**config.mk**
```make
export PLATFORM = sky130hd
export DESIGN_NAME = t05_huffman_decoder
export DESIGN_NICKNAME = d
export VERILOG_FILES = /design/src/rtl/t05_huffman_decoder.sv
export SDC_FILE = /design/constraint.sdc
export NUM_CORES = 1
export LEC_CHECK = 0
export BUFFER_PORTS_ARGS = -buffer_cell sky130_fd_sc_hd__buf_2
export CAP_MARGIN = 10
export CORE_UTILIZATION = 41
export DETAILED_ROUTE_END_ITERATION = 6
export GPL_TIMING_DRIVEN = 0
export HOLD_SLACK_MARGIN = 0.15
export MAX_ROUTING_LAYER = met4
export PLACE_DENSITY = 0.77
export RECOVER_POWER = 25
export SLEW_MARGIN = 15
export SYNTH_ARGS = -nofsm -noshare
export SYNTH_HDL_FRONTEND = slang
export SYNTH_SLANG_ARGS = --single-unit
```
**constraint.sdc**
```tcl
create_clock -name clk -period 5.8 [get_ports clk]
set_input_delay 1.16 -clock clk [delete_from_list [all_inputs] [get_ports clk]]
set_output_delay 1.16 -clock clk [all_outputs]
set_load 0.01 [all_outputs]
```
**src/rtl/t05_huffman_decoder.sv**
```systemverilog
// Bit-serial Huffman decoder: walks the 71-bit tree node format from the root,
// one compressed bit per level, and emits one 8-bit character per leaf reached.
module t05_huffman_decoder #(
    parameter int unsigned NODE_W = 71,
    parameter int unsigned CNT_W  = 16
) (
    input  logic              clk,
    input  logic              nrst,
    input  logic              start,
    input  logic [6:0]        root_index,
    input  logic [CNT_W-1:0]  num_chars,
    output logic              node_req,
    output logic [6:0]        node_addr,
    input  logic              node_valid,
    input  logic [NODE_W-1:0] node_data,
    input  logic              bit_in,
    input  logic              bit_valid,
    output logic              bit_ready,
    output logic [7:0]        char_out,
    output logic              char_valid,
    input  logic              char_ready,
    output logic              busy,
    output logic              done,
    output logic              error
);

    typedef enum logic [2:0] {
        StIdle,
        StFetch,
        StWaitNode,
        StWaitBit,
        StEmit,
        StDone
    } state_e;

    state_e           r_state, w_state_d;
    logic [6:0]       r_root, w_root_d;
    logic [6:0]       r_cur, w_cur_d;
    logic [CNT_W-1:0] r_rem, w_rem_d;
    logic [8:0]       r_left, w_left_d;
    logic [8:0]       r_right, w_right_d;
    logic [7:0]       r_char, w_char_d;
    logic             r_error, w_error_d;
    logic             r_node_req;
    logic             r_char_valid;
    logic             r_done;
    logic [8:0]       w_child;
    logic             w_unused;

    // max_index and sum fields are not needed to walk the tree
    assign w_unused = ^{node_data[NODE_W-1:64], node_data[45:0]};

    assign w_child = bit_in ? r_right : r_left;

    always_comb begin
        w_state_d = r_state;
        w_root_d  = r_root;
        w_cur_d   = r_cur;
        w_rem_d   = r_rem;
        w_left_d  = r_left;
        w_right_d = r_right;
        w_char_d  = r_char;
        w_error_d = r_error;
        unique case (r_state)
            StIdle, StDone: begin
                if (start) begin
                    w_root_d  = root_index;
                    w_rem_d   = num_chars;
                    w_error_d = 1'b0;
                    if (num_chars == '0) begin
                        w_state_d = StDone;
                    end else begin
                        w_cur_d   = root_index;
                        w_state_d = StFetch;
                    end
                end
            end
            StFetch: begin
                w_state_d = StWaitNode;
            end
            StWaitNode: begin
                if (node_valid) begin
                    w_left_d  = node_data[63:55];
                    w_right_d = node_data[54:46];
                    w_state_d = StWaitBit;
                end
            end
            StWaitBit: begin
                if (bit_valid) begin
                    if (!w_child[8]) begin
                        w_char_d  = w_child[7:0];
                        w_state_d = StEmit;
                    end else if (w_child[7] || (w_child[6:0] > r_root)) begin
                        // child points outside the tree that was loaded
                        w_error_d = 1'b1;
                        w_state_d = StDone;
                    end else begin
                        w_cur_d   = w_child[6:0];
                        w_state_d = StFetch;
                    end
                end
            end
            StEmit: begin
                if (char_ready) begin
                    w_rem_d = r_rem - 1'b1;
                    if (r_rem == CNT_W'(1)) begin
                        w_state_d = StDone;
                    end else begin
                        w_cur_d   = r_root;
                        w_state_d = StFetch;
                    end
                end
            end
            default: begin
                w_state_d = StIdle;
            end
        endcase
    end

    always_ff @(posedge clk) begin
        if (!nrst) begin
            r_state      <= StIdle;
            r_root       <= '0;
            r_cur        <= '0;
            r_rem        <= '0;
            r_left       <= '0;
            r_right      <= '0;
            r_char       <= '0;
            r_error      <= 1'b0;
            r_node_req   <= 1'b0;
            r_char_valid <= 1'b0;
            r_done       <= 1'b0;
        end else begin
            r_state      <= w_state_d;
            r_root       <= w_root_d;
            r_cur        <= w_cur_d;
            r_rem        <= w_rem_d;
            r_left       <= w_left_d;
            r_right      <= w_right_d;
            r_char       <= w_char_d;
            r_error      <= w_error_d;
            r_node_req   <= (w_state_d == StFetch);
            r_char_valid <= (w_state_d == StEmit);
            r_done       <= (w_state_d == StDone);
        end
    end

    assign node_req   = r_node_req;
    assign node_addr  = r_cur;
    assign char_out   = r_char;
    assign char_valid = r_char_valid;
    assign done       = r_done;
    assign error      = r_error;
    assign bit_ready  = (r_state == StWaitBit);
    assign busy       = (r_state != StIdle) && (r_state != StDone);

endmodule
```
=== Word level (Yosys, flattened, before mapping) ===
Cells that the tools add are included.

* Bits in registers: 63
* Output and inout port bits: 21
* Input port bits: 101
* Word-level logic and storage cells: 73

* Bitwise operators: 1
* Add/sub/neg operators: 1
* Eq/ne operators: 18
* Mux-type cells: 26
* Order comparisons: 1
* Reductions and logical operators: 15

{| class="wikitable"
|+ Operators with widths
! operator !! number
|-
| two-way mux 7 bit || 7
|-
| two-way mux 16 bit || 2
|-
| one-hot mux 16 bit (2 select lines) || 1
|-
| two-way mux 3 bit || 8
|-
| one-hot mux 7 bit (3 select lines) || 1
|-
| equality test 16 x 1 -> 1 bit, second input constant || 1
|-
| logical NOT 16 bit || 1
|-
| subtractor 16 x 1 -> 16 bit, second input constant || 1
|-
| one-hot mux 3 bit (5 select lines) || 1
|-
| equality test 3 bit, second input constant || 4
|-
| != test 2 bit, second input constant || 6
|-
| two-way mux 9 bit || 1
|-
| AND reduction 8 bit || 1
|-
| greater-than comparator 7 bit || 1
|-
| equality test 3 x 1 -> 1 bit, second input constant || 2
|-
| equality test 3 x 2 -> 1 bit, second input constant || 2
|-
| AND reduction 3 bit || 2
|-
| nonzero test 3 bit || 2
|-
| AND reduction 5 bit || 1
|-
| two-way mux 1 bit || 4
|-
| != test 2 x 1 -> 1 bit, second input constant || 2
|-
| AND reduction 2 bit || 2
|-
| nonzero test 2 bit || 2
|-
| logical NOT 3 bit || 1
|-
| 6 further kinds || 6
|}

=== Logic depth before layout (Yosys ltp) ===
Gate-level depths: netlist of the first run.

* Depth in word-level cells: 8
* Gate-level depth with buffers: 9
* Gate-level depth less buffers: 8

=== Least setup slack after synthesis of the first run ===
Ideal clock, no wire load.

* Path type: input port to flip-flop
* From: input port bit_in
* To: register r_cur[0] (netlist: node_addr[0])
* Data arrival time: 3.119 ns
* Path buffers: 1
* Required time: 5.728 ns
* Path slack: 2.609 ns
* Cell stages on the path: 9
* Cell sequence: buf_2 mux2i_1 inv_1 ha_1 a21oi_1 a21oi_1 o22a_1 a211oi_4 mux2i_1

* Word-level cells in the longest chain between the ends: 5
* Elaborated cells between the ends (all ways): 10

{| class="wikitable"
|+ Ends and longest elaborated chain
! item !! line !! source
|-
| from (decl) || 16 || <nowiki>input logic bit_in,</nowiki>
|-
| two-way mux 9 bit || 53 || <nowiki>assign w_child = bit_in ? r_right : r_left;</nowiki>
|-
| net w_child[2] || 47 || <nowiki>logic [8:0] w_child;</nowiki>
|-
| greater-than comparator 7 bit || 93 || <nowiki>end else if (w_child[7] || (w_child[6:0] > r_root)) begin</nowiki>
|-
| logical OR 1 bit || 93 ||
|-
| != test 2 bit (no line) || n/a ||
|-
| AND reduction 8 bit (no line) || n/a ||
|-
| to (signal assigned) || 136 || <nowiki>r_cur <= w_cur_d;</nowiki>
|-
| to (decl) || 38 || <nowiki>logic [6:0] r_cur, w_cur_d;</nowiki>
|}

The timed path passes the listed nets, and every way through them passes these cells. The select of a mux whose other input is x is not followed.
A chain may end at the register's enable or synchronous reset.

=== Final worst setup path of the first run ===
Ends and elaborated chain as after synthesis.

==> results of run 1 <==
[cell usage in the layout (no fill, tap or decap), types with 4 or more instances in the layout]
master                     instances
sky130_fd_sc_hd__dfxtp_1          63
sky130_fd_sc_hd__nand2_1          61
sky130_fd_sc_hd__buf_2            60
sky130_fd_sc_hd__nor2_1           48
sky130_fd_sc_hd__a21oi_1          33
sky130_fd_sc_hd__clkbuf_1         28
sky130_fd_sc_hd__mux2i_1          25
sky130_fd_sc_hd__inv_1            17
sky130_fd_sc_hd__a211oi_1         12
sky130_fd_sc_hd__o21ai_1          11
sky130_fd_sc_hd__ha_1              9
sky130_fd_sc_hd__clkbuf_8          9
sky130_fd_sc_hd__a221o_1           7
sky130_fd_sc_hd__o21ai_0           6
sky130_fd_sc_hd__nor4_1            6
sky130_fd_sc_hd__a22o_1            5
sky130_fd_sc_hd__nand2b_1          4
sky130_fd_sc_hd__nor3b_1           4
sky130_fd_sc_hd__nor3_1            4
sky130_fd_sc_hd__nor2b_1           4
sky130_fd_sc_hd__o31ai_1           4
sky130_fd_sc_hd__a22oi_1           4
sky130_fd_sc_hd__a21boi_0          4
[per-stage QoR]
stage / hold slack (ps) / total power [mW] / util / std cells / area [um^2]
after CTS: 457.9 / 1.220 / 0.5170 / 591 / 4036
after floorplan: 434.4 / 0.7157 / - / 406 / 3353
final: 457.5 / 1.214 / 0.5139 / 591 / 4013
after detailed placement: 444.9 / 0.8022 / 0.4888 / 575 / 3816
after global placement: 441.3 / 0.7944 / 0.4888 / 575 / 3816
after global routing: 474.4 / 1.278 / 0.5139 / 591 / 4013
[critical path, delay by kind of cell]
| kind | cells | cell delay, ps |
|---|---|---|
| multiplexers | 2 | 680 |
| AO/OA/AOI/OAI | 4 | 1040 |
| buffers and inverters | 3 | 480 |
| adder cells (fa/ha/maj) | 1 | 320 |
[kinds of logic (layout without fill, tap and decap cells)]
group	count (synthesis)	after routing
compound gates	110	110
xor+xnor	1	1
fa+ha+maj	9	9
buf+inv	42	125
flops	63	63
mux	25	25
simple gates	156	156
[where the power goes]
part           leakage (nW)  internal, mW  switching, mW
logic                  1.01         0.119          0.176
clock network         0.102         0.242          0.176
registers             0.514         0.470         0.0305
total                  1.62         0.831          0.383
[cell type report]
| cell class | count | area, um^2 | area share |
|---|---|---|---|
| tap | 102 | 127.6 | 0.03181 |
| timing repair buffer | 67 | 316.6 | 0.07889 |
| buffer | 22 | 97.59 | 0.02432 |
| inverter | 20 | 75.07 | 0.01871 |
| clock inverter | 7 | 96.34 | 0.02401 |
| sequential | 63 | 1261 | 0.3143 |
| multi-input combinational | 301 | 1914 | 0.4771 |
| clock buffer | 9 | 123.9 | 0.03087 |
[sequential cells by signal, indices dropped and copies added (netlist names), 3 cells and up]
register	cells
char_out	8
node_addr	7
r_left	9
r_rem	16
r_right	9
r_root	7
r_state	3
[worst max-delay path by stage]
stage	endpoint	depth (start not counted)	slack [ps]
after floorplan	node_addr[0]	9	2610
after global placement	node_addr[5]	10	2180
after detailed placement	node_addr[0]	10	2070
after CTS	node_addr[0]	10	2410
after global routing	node_addr[0]	10	2280
final	node_addr[0]	10	2380
[per-layer routing]
metal	wire length (um)	global-route usage
met1	4165	0.2887
met4	234	0.1029
met5	0	-
met3	462	0.03530
met2	4004	0.3302
==> summary.md, run 1 <==
The number of antenna violations at the first check in global routing came out at 0. The number of buffers added on ports was 67; the synthesis-to-finish area growth was 19.66%. The insertion delay to the later sink of the worst-skew pair was 340 ps. TritonCTS built the clock tree. Prior to clock tree synthesis, the placed netlist has a worst setup slack of 2068 ps. The worst setup path is of the in -> reg kind. The proportion of netlist area held by the largest area contributor is 0.3761. The cell depth of the worst min-delay path was 2; the CTS clock-pin slew for the worst setup and hold paths was 70 ps.

The first global-routing pass estimated 14.46 mm of wire. The count of cell types in the netlist is 60, and the final critical-path required period is 3423 ps. Yosys instantiated no cell more often than sky130_fd_sc_hd__dfxtp_1. For the arrival time at the worst endpoint, the log shows 3680 ps. For the leakage power, the log shows 1.622 nW. The mapped netlist covers 0.003353 mm^2. Routability-driven placement finished with a final weighted congestion of 0.9292. The post-synthesis adder-cell area fraction came out at 0.03358.

The detailed-route wire length was 8.867 mm. Capturing element type of the critical path: a flop. The tools report the number of standard cells after synthesis as 406.

The tool flagged a number of max-cap violations equal to 0. The clock tree synthesis step divided the H-tree into 3 levels. After floorplanning, the core was sized to cover 0.007807 mm^2. The count of final setup violators is 0. The source of the worst hold timing path is r_right[1].

Initial standard-cell utilization of the core: 0.4295. For this block, the initial DRC count from the detailed router was 211. Setup slack closes at 2377 ps.

The total overflow left after global routing is 0. After synthesis, the most frequently instantiated cells are 63 x sky130_fd_sc_hd__dfxtp_1, 61 x sky130_fd_sc_hd__nand2_1, 48 x sky130_fd_sc_hd__nor2_1. End point of the worst hold path: r_right[1].

For the slack of the worst reg-to-reg path, the log shows 3350 ps. The slowest cell on the critical path was sky130_fd_sc_hd__a211oi_4. For the sum of net half-perimeters after detailed placement, the log shows 6.746 mm.

The largest stage delay on the critical path is 530 ps, and the number of nets with antenna violations after detailed routing is 0. The vertical extent of the die is 92.44 um. The tools report the total inserted antenna cells as 0. After routing, the total negative slack on setup checks comes to 0 ps. The number of flip-flops and latches in the synthesized netlist came out at 63. Counting the fill cells in the layout gives 751. For this run, the leading register cell type out of synthesis is sky130_fd_sc_hd__dfxtp_1. The net count of the finished layout is 594. The worst supply voltage drop on vdd was 0.1315 mV; the share of cell area taken by muxes after synthesis was 0.07463. The floorplan has 32 rows.

After detailed routing, the number of remaining DRC violations is 0. Hold repair after CTS inserted 0 buffers. After synthesis, the cell types taking the most area are sky130_fd_sc_hd__dfxtp_1 38%, sky130_fd_sc_hd__mux2i_1 7.5%, sky130_fd_sc_hd__nand2_1 6.8%. The final hold violation count is 0. The post-synthesis compound-gate area fraction is 0.2332. Dividing total power by cell area gives a power density of 302.5 mW/mm^2. The async set-or-reset flop fraction in the synthesized netlist works out to 0.

The flow ran to the end, and the final reports show no timing, DRC or antenna violations. The highest attainable clock frequency was 292.1 MHz. The biggest area contributor in the post-synthesis netlist is sky130_fd_sc_hd__dfxtp_1.

The run gives 0.3256 as the max-slew headroom at the worst pin. Using the TritonRoute via totals, the vias-per-cell ratio works out to 5.481. The run gives 3006 as the number of global-route vias before repair.

The post-CTS repair timing setup buffer count came out at 0. Clock tree synthesis selected as its root buffer the cell sky130_fd_sc_hd__clkbuf_8. For this run, the number of Yosys warnings is 0. The tools report the net count after synthesis as 516. The logs give 3239 for the vias after detailed routing and 0 for the final number of max-transition violations. 122 I/O pins were placed.

Entering global routing, the biggest net connects 13 pins. For the pin with the worst max-slew slack, the measured transition is 1009 ps. Startpoint of the most critical setup path: bit_in. After clock tree synthesis, the repair step resized 0 gates. For the proportion of synthesized chip area in sequential cells, the log shows 0.3761. The min-delay analysis places its worst path in the category reg -> reg.

The xor and xnor fraction of the mapped netlist area works out to 0.002612. The worst setup path is launched from an input pin. After synthesis, the largest family of logic cells by area is compound AO/OA/AOI/OAI gates. The period utilization was 0.5902.

At the worst endpoint, the required time is 6060 ps. The number of buffers created by CTS came out at 9. For the floorplan die area, the log shows 0.008544 mm^2. Setup repair after global routing left no endpoint under its margin. In this run the worst path has a maximum fanout of 10. In this run the critical register-to-register path is captured at node_addr[0]. The startpoint identified for the worst register-to-register timing path is r_right[6]. The simple-gate area share of the yosys netlist is 0.2284.

Number of synthesized flops with an enable pin: 0. The fraction of final layout cells sized beyond drive strength 1 works out to 0.1861. The number of buffers on the longest clock path was 2. In the final routed layout, each cell accounts on average for 15.00 um. The clock drives 63 sinks.

The logs give 8.248 ps for the worst-case clock skew and 0.2198 for the global-route usage over all layers. The first detailed-routing pass took 4 iterations. Counting cells, the worst reg-to-reg path comes to 8. Traced cell by cell, the critical path runs through buf_2 > buf_2 > mux2i_1 > inv_1 > ha_1 > a21oi_1 > o21ai_0 > o22a_1 > a211oi_4 > mux2i_1. The floorplan step set the die width to 92.44 um. The mean post-synth cell area is 8.259 um^2.
No activity file was read; power rests on OpenSTA's default activity.
==> run 2: changes to the inputs <==
- PLACE_DENSITY: 0.77 -> 0.8
- clock period: 5.8 -> 2.99 ns (I/O delays scaled with it)
==> summary.md, run 2 (synthesized netlist as in run 1, its figures left out) <==
Number of cells traversed by the worst register-to-register path: 8 (unchanged). The starting DRC count in detailed routing is 228 (was 211). The number of global-route vias before repair was 3021 (was 3006); the slew at the pin closest to its max-slew limit was 641.5 ps (was 1009 ps).

The source of the worst hold timing path is node_addr[2] (was r_right[1]). The run gives 3 (unchanged) as the number of levels in the clock H-tree. The initial standard-cell utilization of the core was 0.4295 (unchanged). For the weighted congestion reported at the end of routability-driven placement, the log shows 0.9141 (was 0.9292). The tools report the area of combinational cells with multiple inputs as 0.001919 mm^2 (was 0.001914 mm^2). For the sum of net half-perimeters after detailed placement, the log shows 6.773 mm (was 6.746 mm). The logs give 0.5716 (was 0.3256) for the max-slew headroom at the worst pin and 575 (unchanged) for the cell count after placement. The sum of internal, switching and leakage power was 2.190 mW (was 1.214 mW). The CTS clock-pin slew for the worst setup and hold paths is 70 ps (about the same). The number of sinks on the clock net was 63 (unchanged). The final critical-path required period works out to 2738 ps. The share of the core filled with cells was 0.5080 (was 0.5139). The number of antenna violations at the first check in global routing is 0 (unchanged). The highest attainable clock frequency was 365.3 MHz; the floorplan die area was 0.008544 mm^2 (unchanged). The number of fill cells is 754 (was 751). Top library cells by usage in the layout, fill and taps aside: 63 x sky130_fd_sc_hd__dfxtp_1, 61 x sky130_fd_sc_hd__nand2_1, 56 x sky130_fd_sc_hd__buf_2 (was 63 x sky130_fd_sc_hd__dfxtp_1, 61 x sky130_fd_sc_hd__nand2_1, 60 x sky130_fd_sc_hd__buf_2). For the wire length of the first global-routing pass, the log shows 14.52 mm (was 14.46 mm). Footprint of the flip-flops and latches: 0.001261 mm^2 (unchanged).

The tools report the launching point of the worst reg2reg path as r_right[6] (unchanged). The number of iterations in the first detailed-routing pass was 5 (was 4); the count of max-cap constraint violations was 0 (unchanged). Setup repair after global routing left no endpoint under its margin. The insertion delay to the later sink of the worst-skew pair is 350 ps (was 340 ps). Largest registers in the final layout: r_rem: 16 flops, r_left: 9 flops, r_right: 9 flops (unchanged).

The tools report the startpoint kind of the worst setup timing path as an input pin (unchanged). The tools report the startpoint of the most critical setup path as bit_in (unchanged). The detailed-route DRC error count was 0 (unchanged); the number of buffers added on ports was 67 (unchanged).

The final number of max-transition violations is 0 (unchanged), and the floorplan die width is 92.44 um (unchanged). Post-CTS repair timing setup buffer count: 0 (unchanged). The tools report the capturing element type of the critical path as a flop (unchanged). The global-route usage over all layers is 0.2228 (was 0.2198), and the hold-fix buffer count after cts is 0 (unchanged). The number of nets with antenna violations after detailed routing was 0 (unchanged).

Final hold violation count: 0 (unchanged). The number of buffers created by CTS is 9 (unchanged), and the number of buffers on the longest clock path is 2 (unchanged). The tools report the master cell of the clock root buffer as sky130_fd_sc_hd__clkbuf_8 (unchanged). The tools report the number of ports placed on the die boundary as 122 (unchanged). The pin count of the biggest net entering global routing was 13 (unchanged). The total inserted antenna cells is 0 (unchanged), and the final-stage net count is 594 (unchanged).

For the worst supply voltage drop on vdd, the log shows 0.2114 mV (was 0.1315 mV). The number of gates resized after cts came out at 0 (unchanged). The class of the worst hold path is reg -> reg (unchanged). The fraction of final layout cells sized beyond drive strength 1 works out to 0.1800 (was 0.1861).

The worst-case clock skew is 12.41 ps (was 8.248 ps), and the cell depth of the worst min-delay path is 2 (unchanged). The synthesis-to-finish area growth was 18.28% (was 19.66%); the biggest fanout along the worst timing path was 10 (unchanged). The run gives 3010 ps (was 3680 ps) as the arrival time at the worst endpoint. The flow ran to the end, and the final reports show no timing, DRC or antenna violations. The detail-routed via count per cell works out to 5.552 (was 5.481). The core outline area came out at 0.007807 mm^2 (unchanged). Power density over the cells: 552.1 mW/mm^2 (was 302.5 mW/mm^2). Vias after detailed routing: 3281 (was 3239). The number of flip-flops in the largest register was 16 (unchanged); the slack of the worst reg-to-reg path was 650 ps (was 3350 ps). The leading cell type in the layout, fill and taps excluded was sky130_fd_sc_hd__dfxtp_1 (unchanged).

The required time of the critical path is 3260 ps (was 6060 ps). The period utilization is 0.9157. The leakage power was 1.589 nW (was 1.622 nW).

The category of the most critical setup path was in -> reg (unchanged). The count of final setup violators is 0 (unchanged), and the wire length per cell after detailed routing is 14.99 um (was 15.00 um). The top register by number of flip-flops is r_rem (unchanged). The remaining global-route overflow was 0 (unchanged); the vertical extent of the die was 92.44 um (unchanged). TritonCTS built the clock tree. The logs give 32 (unchanged) for the count of standard-cell rows and 591 (unchanged) for the count of non-filler cells in the finished layout. Minimum setup slack after placement: -119.5 ps (was 2068 ps). For the detailed-route wire length, the log shows 8.862 mm (was 8.867 mm). The run gives 252.2 ps (was 2377 ps) as the final worst-path setup slack.
==> run 2: changes by cell type in the layout (fill, tap and decap cells not counted), moves of 2 or more <==
cell	delta
sky130_fd_sc_hd__clkbuf_1	+4
sky130_fd_sc_hd__buf_2	-4
sky130_fd_sc_hd__a21boi_0	-4
sky130_fd_sc_hd__bufinv_16	-2
sky130_fd_sc_hd__a21boi_1	+4
sky130_fd_sc_hd__clkinv_4	+2
==> run 2: worst max-delay path: stages <==
cell,delay (ps)
sky130_fd_sc_hd__buf_2,100
sky130_fd_sc_hd__buf_2,270
sky130_fd_sc_hd__mux2i_1,400
sky130_fd_sc_hd__inv_1,80
sky130_fd_sc_hd__ha_1,310
sky130_fd_sc_hd__a21oi_1,120
sky130_fd_sc_hd__o21ai_0,90
sky130_fd_sc_hd__o22a_1,260
sky130_fd_sc_hd__a211oi_4,520
sky130_fd_sc_hd__mux2i_1,240
==> run 2: final timing paths <==
kind,end
worst max-delay path,node_addr[6]
worst min-delay path,node_addr[2]
worst max register to register,node_addr[6]
worst min register to register,node_addr[2]
==> run 2: cell type report <==
type	count	area share
Tap cell	102	0.03218
Clock inverter	7	0.01262
Multi-Input combinational cell	301	0.4839
Timing Repair Buffer	67	0.07855
Clock buffer	9	0.03123
Sequential cell	63	0.3180
Inverter	20	0.01893
Buffer	22	0.02461
==> run 2: layer usage <==
metal / vias up / track usage / share of wire
li1: 1615 / - / -
met1: 1531 / 0.2870 / 0.46
met2: 114 / 0.3444 / 0.46
met3: 21 / 0.04762 / 0.059
met4: 0 / 0.07943 / 0.027
met5: - / - / 0
==> run 2: report_power, final <==
group	total [mW]	internal [mW]	switching (mW)
Clock	0.647	0.299	0.348
Combinational	0.574	0.231	0.344
Sequential	0.969	0.911	0.0578
==> run 2: per-stage QoR <==
stage	area (um^2)	TNS, ps	hold WS, ps
finish	3966	0	459.2
global placement	3816	-306.6	441.4
CTS	3990	0	460.6
floorplan	3353	0	434.4
global route	3966	0	467.2
detailed placement	3816	-773.7	450.7
==> run 3: changes to the inputs <==
==> constraint.sdc (replaced) <==
create_clock -name clk -period 2.99 [get_ports clk]
set_input_delay 0.299 -clock clk [delete_from_list [all_inputs] [get_ports clk]]
set_output_delay 0.299 -clock clk [all_outputs]
set_load 0.01 [all_outputs]
==> summary.md, run 3 (synthesized netlist as in run 1, its figures left out) <==
The tools report the core outline area as 0.007807 mm^2 (unchanged). The tools report the startpoint kind of the worst setup timing path as an input pin (unchanged). Starting DRC count in detailed routing: 255 (was 228).

The placed instance area was 0.003816 mm^2 (unchanged); the biggest fanout along the worst timing path was 10 (unchanged). The vertical extent of the die is 92.44 um (unchanged), and the pin count of the biggest net entering global routing is 13 (unchanged). The floorplan die area is 0.008544 mm^2 (unchanged). Top library cells by usage in the layout, fill and taps aside: 63 x sky130_fd_sc_hd__dfxtp_1, 61 x sky130_fd_sc_hd__nand2_1, 55 x sky130_fd_sc_hd__buf_2 (was 63 x sky130_fd_sc_hd__dfxtp_1, 61 x sky130_fd_sc_hd__nand2_1, 56 x sky130_fd_sc_hd__buf_2). Setup repair after global routing left no endpoint under its margin.

The logs give 0 (unchanged) for the total inserted antenna cells and 32 (unchanged) for the count of standard-cell rows. The highest attainable clock frequency came out at 411.1 MHz (was 365.3 MHz). The tools report the clock power share as 0.296 (was 0.295). The sum of internal, switching and leakage power was 2.194 mW (was 2.190 mW). The leakage power is 1.584 nW (was 1.589 nW), and the number of levels in the clock H-tree is 3 (unchanged). Internal cell power: 1.441 mW (about the same). The leading cell type in the layout, fill and taps excluded was sky130_fd_sc_hd__dfxtp_1 (unchanged).

The final-stage net count is 594 (unchanged). Class of the worst hold path: in -> reg (was reg -> reg). Number of sinks on the clock net: 63 (unchanged). For the number of ports placed on the die boundary, the log shows 122 (unchanged).

The category of the most critical setup path was in -> reg (unchanged). The net switching share of the total power is 0.3432 (was 0.3419). The worst-case clock skew is 12.27 ps (was 12.41 ps), and the insertion delay to the later sink of the worst-skew pair is 350 ps (about the same). TritonCTS built the clock tree. The run gives 0 (unchanged) as the count of final setup violators.

The run gives 0 (unchanged) as the final hold violation count. The required time of the critical path is 3260 ps (about the same). The power density over the cells is 553.2 mW/mm^2 (was 552.1 mW/mm^2).

Number of antenna violations at the first check in global routing: 0 (unchanged). For the number of global-route vias before repair, the log shows 3021 (unchanged). The share of the core filled with cells was 0.5079 (was 0.5080); the detail-routed via count per cell was 5.591 (was 5.552). The fraction of final layout cells sized beyond drive strength 1 works out to 0.1779 (was 0.1800). The worst supply voltage drop on vdd is 0.2128 mV (was 0.2114 mV), and the number of nets with antenna violations after detailed routing is 0 (unchanged).

The logic gate share of total power is 0.263 (was 0.262). Detailed-route DRC error count: 0 (unchanged). The sum of net half-perimeters after detailed placement was 6.773 mm (unchanged). The number of buffers added on ports works out to 67 (unchanged).

The tools report the remaining global-route overflow as 0 (unchanged). The final worst-path setup slack came out at 557.5 ps (was 252.2 ps). The count of max-cap constraint violations was 0 (unchanged). The number of gates resized after cts came out at 0 (unchanged).

The period utilization is 0.8135 (was 0.9157). The logs give 0 ps (unchanged) for the sum of negative setup slack and 0.003965 mm^2 (was 0.003966 mm^2) for the area of all placed cells without fillers. Master cell of the clock root buffer: sky130_fd_sc_hd__clkbuf_8 (unchanged).

The tools report the number of buffers on the longest clock path as 2 (unchanged). The slack of the worst reg-to-reg path is 660 ps (was 650 ps), and the synthesis-to-finish area growth is 18.25% (was 18.28%). The tools report the capturing element type of the critical path as a flop (unchanged). The final number of max-transition violations came out at 0 (unchanged). The detailed-route wire length was 8.915 mm (was 8.862 mm). The slew at the pin closest to its max-slew limit is 613.5 ps (was 641.5 ps), and the part of the power in registers is 0.442 (about the same). The CTS clock-pin slew for the worst setup and hold paths is 70 ps (about the same), and the wire length of the first global-routing pass is 14.52 mm (unchanged).

The logs give 0 (unchanged) for the post-CTS repair timing setup buffer count and 752.8 uW (was 748.8 uW) for the power spent charging and discharging nets. The run gives 179.5 ps (was -119.5 ps) as the minimum setup slack after placement. The tools report the vias after detailed routing as 3304 (was 3281). The top register by number of flip-flops was r_rem (unchanged). Hold-fix buffer count after cts: 0 (unchanged). Largest registers in the final layout: r_rem: 16 flops, r_left: 9 flops, r_right: 9 flops (unchanged). Wire length per cell after detailed routing: 15.08 um (was 14.99 um).

The number of buffers created by CTS came out at 9 (unchanged). The floorplan die width was 92.44 um (unchanged); the number of iterations in the first detailed-routing pass was 5 (unchanged). The final critical-path required period works out to 2432 ps (was 2738 ps). Weighted congestion reported at the end of routability-driven placement: 0.9141 (unchanged). The global-route usage over all layers is 0.2228 (unchanged). Arrival time at the worst endpoint: 2710 ps (was 3010 ps). The max-slew headroom at the worst pin was 0.5903 (was 0.5716).

Initial standard-cell utilization of the core: 0.4295 (unchanged). The run finished with clean final reports. The number of flip-flops in the largest register came out at 16 (unchanged).
==> run 3: changes by cell type in the layout (fill, tap and decap cells not counted) <==
cell                       before  now
sky130_fd_sc_hd__clkbuf_1      32   33
sky130_fd_sc_hd__buf_2         56   55
==> run 3: power groups by stage <==
stage / Sequential [mW] / Combinational [mW] / Clock [mW]
global route: 0.980 / 0.632 / 0.710
detailed placement: 0.986 / 0.574 / 0
global placement: 0.983 / 0.557 / 0
floorplan: 0.981 / 0.408 / 0
finish: 0.969 / 0.576 / 0.649
CTS: 0.968 / 0.575 / 0.658
==> run 3: cell type report <==
class | instances | area [um^2]
inverters | 20 | 75.07
repair buffers | 67 | 311.5
multi-input cells | 301 | 1919
flip-flops and latches | 63 | 1261
clock buffers | 9 | 123.9
plain buffers | 22 | 96.34
well taps | 102 | 127.6
fillers | 753 | 3842
clock inverters | 7 | 50.05
==> run 3: routing by layer <==
layer / wire length (um) / global-route usage / vias to the layer above
met5: 0 / - / -
met4: 283 / 0.07943 / 0
met3: 511 / 0.04762 / 27
met2: 4028 / 0.3444 / 126
met1: 4092 / 0.2870 / 1534
li1: - / - / 1617
==> run 3: through the flow <==
step                      instances  hold slack [ps]
after floorplan                 406            433.8
after global placement          575            441.4
after detailed placement        575            450.7
after CTS                       591            172.5
after global routing            591            168.2
final                           591            185.8
==> run 3: final timing paths <==
check | from | endpoint | cells after the start
max reg2reg | r_right[6] | node_addr[6] | 8
min | node_data[59] | r_left[4] | 3
max | bit_in | node_addr[6] | 10
min reg2reg | node_addr[2] | node_addr[2] | 2
==> run 3: critical path, stage by stage <==
cell and delay, ps:
sky130_fd_sc_hd__buf_2 100, sky130_fd_sc_hd__buf_2 270, sky130_fd_sc_hd__mux2i_1 400, sky130_fd_sc_hd__inv_1 80, sky130_fd_sc_hd__ha_1 310, sky130_fd_sc_hd__a21oi_1 120
sky130_fd_sc_hd__o21ai_0 90, sky130_fd_sc_hd__o22a_1 260, sky130_fd_sc_hd__a211oi_4 520, sky130_fd_sc_hd__mux2i_1 240
